[src/rtl/bin2bcd_pkg.sv]
// Shared types and constants for the sequential binary-to-BCD converter.
// Define BIN2BCD_LZB_EN to enable leading-zero blanking in bin2bcd_seq.
package bin2bcd_pkg;

    typedef enum logic [1:0] {
        IDLE  = 2'd0,
        SHIFT = 2'd1,
        DONE  = 2'd2
    } state_t;

    localparam logic [3:0] BCD_NINE  = 4'd9;
    localparam logic [3:0] BCD_BLANK = 4'hF;

    // Counter must hold the value IN_W itself, not just IN_W-1.
    function automatic int cnt_width(input int in_w);
        return $clog2(in_w + 1);
    endfunction

    function automatic longint pow10(input int n);
        longint r;
        r = 1;
        for (int i = 0; i < n; i++) begin
            r = r * 10;
        end
        return r;
    endfunction

endpackage

[src/rtl/bcd_digit_adj.sv]
// Double-dabble correction cell: a BCD digit of 5 or more gets +3 before the shift.
module bcd_digit_adj (
    input  logic [3:0] digit_in,
    output logic [3:0] digit_out
);

    always_comb begin
        digit_out = digit_in;
        if (digit_in >= 4'd5) begin
            digit_out = digit_in + 4'd3;
        end
    end

endmodule

[src/rtl/bin2bcd_seq.sv]
// Iterative double-dabble binary-to-BCD converter, one input bit per clock.
// Optional leading-zero blanking when BIN2BCD_LZB_EN is defined.
module bin2bcd_seq
    import bin2bcd_pkg::*;
#(
    parameter int IN_W    = 6,
    parameter int DIGITS  = 2,
    parameter int MAX_VAL = 31
) (
    input  logic                  clk,
    input  logic                  rst,
    input  logic                  start,
    input  logic [IN_W-1:0]       bin_in,
    output logic                  busy,
    output logic                  done,
    output logic [4*DIGITS-1:0]   bcd_out,
    output logic                  ovf
);

    localparam int ACC_W = 4 * DIGITS;
    localparam int CNT_W = cnt_width(IN_W);
    localparam logic [IN_W-1:0] MAX_VEC = IN_W'(MAX_VAL);

    if (longint'(MAX_VAL) > pow10(DIGITS) - 1) begin : g_bad_digits
        $error("bin2bcd_seq: MAX_VAL does not fit in DIGITS decimal digits");
    end
    if (longint'(MAX_VAL) > (longint'(1) << IN_W) - 1) begin : g_bad_width
        $error("bin2bcd_seq: MAX_VAL does not fit in IN_W bits");
    end

    state_t             state_q, state_d;
    logic [IN_W-1:0]    sr_q, sr_d;
    logic [ACC_W-1:0]   acc_q, acc_d;
    logic [CNT_W-1:0]   cnt_q, cnt_d;
    logic               sat_q, sat_d;
    logic [ACC_W-1:0]   bcd_out_q, bcd_out_d;
    logic               ovf_q, ovf_d;
    logic               done_q, done_d;

    logic [ACC_W-1:0]       acc_adj;
    logic [ACC_W-1:0]       acc_final;
    logic [ACC_W-1:0]       nines;
    logic [ACC_W+IN_W-1:0]  shifted;

    genvar gi;
    generate
        for (gi = 0; gi < DIGITS; gi++) begin : g_digit
            bcd_digit_adj u_adj (
                .digit_in  (acc_q[gi*4 +: 4]),
                .digit_out (acc_adj[gi*4 +: 4])
            );
            assign nines[gi*4 +: 4] = BCD_NINE;
        end
    endgenerate

`ifdef BIN2BCD_LZB_EN
    // seen[gi]: some digit at position gi or above is nonzero; digit 0 always shown.
    logic [DIGITS-1:0] seen;
    generate
        for (gi = 0; gi < DIGITS; gi++) begin : g_blank
            if (gi == 0) begin : g_lsd
                assign seen[gi] = 1'b1;
            end else if (gi == DIGITS - 1) begin : g_msd
                assign seen[gi] = |acc_q[gi*4 +: 4];
            end else begin : g_mid
                assign seen[gi] = (|acc_q[gi*4 +: 4]) | seen[gi+1];
            end
            assign acc_final[gi*4 +: 4] = seen[gi] ? acc_q[gi*4 +: 4] : BCD_BLANK;
        end
    endgenerate
`else
    assign acc_final = acc_q;
`endif

    assign shifted = {acc_adj, sr_q} << 1;

    always_comb begin
        state_d   = state_q;
        sr_d      = sr_q;
        acc_d     = acc_q;
        cnt_d     = cnt_q;
        sat_d     = sat_q;
        bcd_out_d = bcd_out_q;
        ovf_d     = ovf_q;
        done_d    = 1'b0;
        case (state_q)
            IDLE: begin
                if (start) begin
                    sr_d    = bin_in;
                    sat_d   = (bin_in > MAX_VEC);
                    acc_d   = '0;
                    cnt_d   = CNT_W'(IN_W);
                    state_d = SHIFT;
                end
            end
            SHIFT: begin
                acc_d = shifted[ACC_W+IN_W-1:IN_W];
                sr_d  = shifted[IN_W-1:0];
                cnt_d = cnt_q - CNT_W'(1);
                if (cnt_q == CNT_W'(1)) begin
                    state_d = DONE;
                end
            end
            DONE: begin
                // Saturated runs still shift fully; their accumulator is discarded here.
                bcd_out_d = sat_q ? nines : acc_final;
                ovf_d     = sat_q;
                done_d    = 1'b1;
                state_d   = IDLE;
            end
            default: begin
                state_d = IDLE;
            end
        endcase
    end

    always_ff @(posedge clk or posedge rst) begin
        if (rst) begin
            state_q   <= IDLE;
            sr_q      <= '0;
            acc_q     <= '0;
            cnt_q     <= '0;
            sat_q     <= 1'b0;
            bcd_out_q <= '0;
            ovf_q     <= 1'b0;
            done_q    <= 1'b0;
        end else begin
            state_q   <= state_d;
            sr_q      <= sr_d;
            acc_q     <= acc_d;
            cnt_q     <= cnt_d;
            sat_q     <= sat_d;
            bcd_out_q <= bcd_out_d;
            ovf_q     <= ovf_d;
            done_q    <= done_d;
        end
    end

    assign busy    = (state_q == SHIFT);
    assign done    = done_q;
    assign bcd_out = bcd_out_q;
    assign ovf     = ovf_q;

endmodule

[config.mk]
export PLATFORM = sky130hd
export DESIGN_NAME = bin2bcd_seq
export DESIGN_NICKNAME = d
export VERILOG_FILES = /design/src/rtl/bin2bcd_pkg.sv /design/src/rtl/bcd_digit_adj.sv /design/src/rtl/bin2bcd_seq.sv
export SDC_FILE = /design/constraint.sdc
export NUM_CORES = 1
export LEC_CHECK = 0
export CAP_MARGIN = 5
export CELL_PAD_IN_SITES_DETAIL_PLACEMENT = 1
export CELL_PAD_IN_SITES_GLOBAL_PLACEMENT = 1
export CORE_UTILIZATION = 42
export DETAILED_ROUTE_END_ITERATION = 12
export GPL_ROUTABILITY_DRIVEN = 0
export PLACE_DENSITY_LB_ADDON = 0.25
export SYNTH_ARGS = -nofsm -noshare
export SYNTH_HDL_FRONTEND = slang
export SYNTH_SLANG_ARGS = --single-unit
export TNS_END_PERCENT = 5
[constraint.sdc]
create_clock -name clk -period 1.75 [get_ports clk]
set_input_delay 0.175 -clock clk [delete_from_list [all_inputs] [get_ports clk]]
set_output_delay 0.175 -clock clk [all_outputs]
set_load 0.01 [all_outputs]
== Word-level counts from Yosys, hierarchy flattened ==
Index checks and enable logic that the tools add are counted.
Cells by class
  add/subtract/negate cells: 3
  $mul: 0
  divide/modulo/power cells: 0
  order comparisons: 3
  eq/ne operators: 5
  shifts and indexed selects: 0
  multiplexer cells: 13
  bitwise operators: 0
  reductions and logical operators: 5
Operators by type and width (number)
  two-way mux 8 bit: 2
  case mux 8 bit (2 select lines): 1
  case mux 6 bit (2 select lines): 1
  >= comparator 4 x 3 -> 1 bit (second input constant): 2
  greater-than comparator 6 x 5 -> 1 bit (second input constant): 1
  two-way mux 3 bit: 2
  two-way mux 6 bit: 1
  case mux 3 bit (2 select lines): 1
  AND reduction 2 bit: 3
  adder 4 x 2 -> 4 bit (second input constant): 1
  two-way mux 2 bit: 2
  two-way mux 4 bit: 1
  case mux 2 bit (2 select lines): 1
  adder 3 x 2 -> 3 bit (second input constant): 1
  equality test 3 x 1 -> 1 bit (second input constant): 1
  subtractor 3 x 1 -> 3 bit (second input constant): 1
  equality test 2 x 1 -> 1 bit (second input constant): 1
  equality test 2 bit (second input constant): 1
  logical NOT 2 bit: 1
  != test 2 x 1 -> 1 bit (second input constant): 1
  != test 2 bit (second input constant): 1
  nonzero test 2 bit: 1
  two-way mux 1 bit: 1
Storage, ports and cells
  flip-flop bits (word level): 30
  latch bits: 0
  bits in writable memories: 0
  bits in read-only memories: 0
  input bits: 9
  output and inout port bits: 11
  word-level logic and storage cells: 37
  memories kept: 0

== Longest topological paths before layout ==
  word-level depth: 3
  gate-level depth with buffers: 6
  depth with buffers taken out: 6

== By module ==
From an unflattened synthesis, not the netlist that was laid out.
Unflattened totals
  cells, all modules: 136
  area total of the unflattened synthesis: 1550.2 µm²
Modules (own cells, without submodules)
  bin2bcd_seq: instances 1, cells an instance 104, area an instance 1347.5 µm², seq. area each 750.7 µm²
  bcd_digit_adj: instances 2, cells an instance 16, area an instance 101.3 µm², seq. area each 0.0 µm²

== Least setup slack after synthesis ==
No wires, ideal clock.
  path type: register to register
  start: register acc_q[4], in the netlist acc_final[4]
  end: register acc_q[5], in the netlist acc_final[5]
  setup time: 0.119 ns
  arrival time: 1.147 ns
  setup slack: 0.484 ns
  stages on the path, launching flop included: 7
  clock period less this slack: 1.266 ns
  cell sequence: dfrtp_1 inv_1 ha_1 nand2b_1 a21oi_1 xnor2_1 o21ai_2
Between the ends
  cells in the longest elaborated chain, start to end: 3
  elaborated cells between the ends (all ways): 4
  classes of those cells: 1 x add/sub; 1 x order compare; 2 x mux
RTL lines
  start, declared: RTL line bin2bcd_seq.sv:33  | logic [ACC_W-1:0] acc_q, acc_d;
  start signal, assigned: RTL line bin2bcd_seq.sv:121  | acc_q <= '0;
  start signal, assigned: RTL line bin2bcd_seq.sv:130  | acc_q <= acc_d;
  >= comparator 4 x 3 -> 1 bit / adder 3 x 2 -> 3 bit (equally long branches): RTL line bcd_digit_adj.sv:9, bcd_digit_adj.sv:10
  two-way mux 3 bit (*): RTL line bcd_digit_adj.sv:9  | if (digit_in >= 4'd5) begin
  case mux 8 bit (2 select lines) (*): RTL line bin2bcd_seq.sv:86  | case (state_q)
Every way passes the cells marked *; elsewhere a longest branch is shown, timed or not.
A chain may end at the register's enable or synchronous reset.

== Final worst setup path ==
  start: register state_q[1]
  end: output port busy
Between the ends
  cells in the longest elaborated chain, start to end: 1
RTL lines
  start, declared: RTL line bin2bcd_seq.sv:31  | state_t state_q, state_d;
  start signal, assigned: RTL line bin2bcd_seq.sv:128  | state_q <= state_d;
  equality test 2 x 1 -> 1 bit: RTL line bin2bcd_seq.sv:139  | assign busy = (state_q == SHIFT);
  end, declared: RTL line bin2bcd_seq.sv:14  | output logic busy,
Every way passes these cells.

==> out/metrics.yaml <==
clock_network:
  cts_hold_buf: 0
  cts_max_path_buffers: 2
  cts_tree: "built"
  numClockSinks: 30
  clk_pin_slew_ns: 0.09
  clk_latency_ns: 0.33
  htreeDepth: 2
  numCtsBuffers: 5
  cts-root-buf: "clkbuf_4"
global_route:
  grt_antenna_before_repair: 0
  grt_pass1_vias: 1010
  gr-usage-all-layers: 0.1837
  grt_pass1_wl_um: 4795
  grt_max_degree: 31
  overflow: 0
synth:
  synth_area_leader_cell: "dfrtp_1"
  synth.most_common_cell: "dfrtp_1"
  yosysTopAreaCellShare: 0.5076
  synth.distinct_cells: 31
  synth-seq-cells: 30
  synth-main-ff-cell: "dfrtp_1"
  synth.avg_cell_area_um2: 10.41
  syn_inst: 142
  synthTopCellsByArea: "dfrtp_1 51%, nand2_1 5.8%, o21ai_0 5.4%, ha_1 5.1%, buf_6 4.6%"
  synth_edf_count: 0
  seq_area_frac_synth: 0.5076
  syn-num-nets: 157
  async_flop_share: 1.000
  syn_area_um2: 1479
  synth_top_cells_by_count: "30 x dfrtp_1, 23 x nand2_1, 16 x o21ai_0"
  synth_warnings: 0
floorplanning:
  die_y_um: 61.34
  die_w_um: 61.34
  std_cell_rows: 21
  core_um2: 3363
  io_pins: 20
  dieArea_um2: 3763
  start_util: 0.4397
timing:
  rsz0062_at_grt: "false"
  worst_slack_ns: 0.2563
  maxSlewHeadroom: 0.7120
  finalMaxSlewViolations: 0
  fin_skew_ns: 0.007541
  tightest_slew_ns: 0.4308
  tns_ns: 0
  fin_crit_sh: 0.8536
  setup_viol: 0
  fmax_mhz: 669.5
  min_period_ns: 1.494
  hold_viol: 0
placed_design:
  dp_hpwl_um: 2058
  placedInstanceArea_um2: 1678
  io_buffers: 19
  placedCellCount: 203
  pre_cts_ws_ns: 0.2356
setup_path:
  crit_type: "reg2out"
  cp_max_fo: 7
  critical_path_buf_inv_count: 2
  start_kind: "flip-flop"
  slowest_stage: "dfrtp_1"
  reg2reg_slack_ns: 0.34
  endpoint_kind: "output port"
  worst_ep_required_time_ns: 1.57
  reg2reg_from: "acc_final[4]"
  cp.depth: 3
  r2r_cells: 6
  crit_arrival_ns: 1.32
  path_cells: "nand2b_4 > inv_2 > dlygate4sd2_1"
  cpPeakStageDelay_ns: 0.40
  critical_path.top_delay_family: "flip-flops"
  r2r-end: "acc_final[5]"
power:
  power_frac_seq: 0.414
  internal-power_mw: 1.811
  netSwitchingFraction: 0.3651
  power.density_nw_per_um2: 1625
  power_frac_comb: 0.409
  p_leak_nw: 0.8208
  vdd_drop_max_mv: 0.6516
  power.switching_mw: 1.042
  power_frac_clock: 0.177
finish:
  diodes: 0
  fillCellCount: 393
  layout-drive-gt1-share: 0.1212
  fin_cells: 211
  fin_nets: 179
  stdcell_area_um2: 1755
  synthToLayoutAreaGrowth_pct: 18.70
  fin_util: 0.5219
detailed_routing:
  drt_iter0_drc: 23
  drc_errors: 0
  dr.pass1.iters: 2
  vias_per_cell: 4.991
  postRouteAntennaNets: 0
  wl_per_cell_um: 13.39
  vias: 1053
  wirelength_um: 2825
worst_hold_path:
  hp-class: "in2async"
status:
  status: "finished, final reports clean"
job:
  maxCapViolations: 0
tightest hold or removal path, stage by stage:
cell and delay (ns):
clkdlybuf4s50_1 0.40, inv_1 0.05, buf_4 0.34
flip-flops by register name, summed over array words and instances (netlist names):
register	flops
done	1
state_q	2
sat_q	1
acc_final	8
ovf	1
bcd_out	8
sr_q	6
cnt_q	3
logic make-up (layout without fill, tap and decap cells):
family                   Yosys count  after routing  share of synthesized area
AO/OA/AOI/OAI                     39             39                     0.1692
XOR/XNOR                           2              2                    0.01185
adder cells (fa/ha/maj)            6              6                    0.05076
buffers and inverters             17             40                    0.07359
flip-flops                        30             30                     0.5076
multiplexers                       2              2                    0.01776
AND/OR/NAND/NOR                   46             46                     0.1692
layout make-up:
cell class	count	area (µm²)	area share
clock buffer	8	78.83	0.04490
inverter	10	37.54	0.02138
multi-input combinational	95	619.3	0.3528
sequential	30	750.7	0.4277
tap	46	57.56	0.03279
timing repair buffer	22	211.5	0.1205
worst max path at each step:
stage	start	to	slack, ns
4_1_cts	state_q[1]	busy	0.23
3_3_place_gp	start	sat_q	0.29
6_report	state_q[1]	busy	0.26
5_1_grt	state_q[1]	busy	0.17
2_1_floorplan	acc_final[4]	acc_final[5]	0.48
3_5_place_dp	start	sat_q	0.24
cell usage in the layout, fill, tap and decap left out, types with 4 or more instances in the layout:
cell type / count
o21ai_0: 16
clkbuf_4: 5
ha_1: 6
a22o_1: 4
clkdlybuf4s50_1: 18
nand2_1: 23
and3b_1: 5
nor2_1: 6
inv_1: 9
a21oi_1: 7
dfrtp_1: 30
power by group through the flow:
stage	logic, mW	registers (mW)	clock network (mW)
detailed placement	1.20	1.20	0
floorplan	0.865	1.16	0
finish	1.17	1.18	0.505
CTS	1.20	1.18	0.524
global route	1.35	1.22	0.557
global placement	1.15	1.18	0
stage by stage:
step | power, mW | hold slack (ns)
floorplan | 2.024 | 0.2658
global placement | 2.323 | 0.4600
detailed placement | 2.398 | 0.4693
CTS | 2.904 | 0.2278
global route | 3.122 | 0.2437
finish | 2.853 | 0.2178
routing by layer:
layer	up-vias	GRT usage	part of all wire
met5	-	0	0
met4	0	0.06667	0.0092
met3	4	0.06933	0.035
met2	18	0.2981	0.49
met1	507	0.2243	0.46
li1	524	-	-
repair_timing:
item                                    in CTS  in global routing
setup buffers                                0                  0
endpoints found under the setup margin       1                  0
resized for setup                            1                  0
Note: power is estimated with default switching activity, not from simulation.
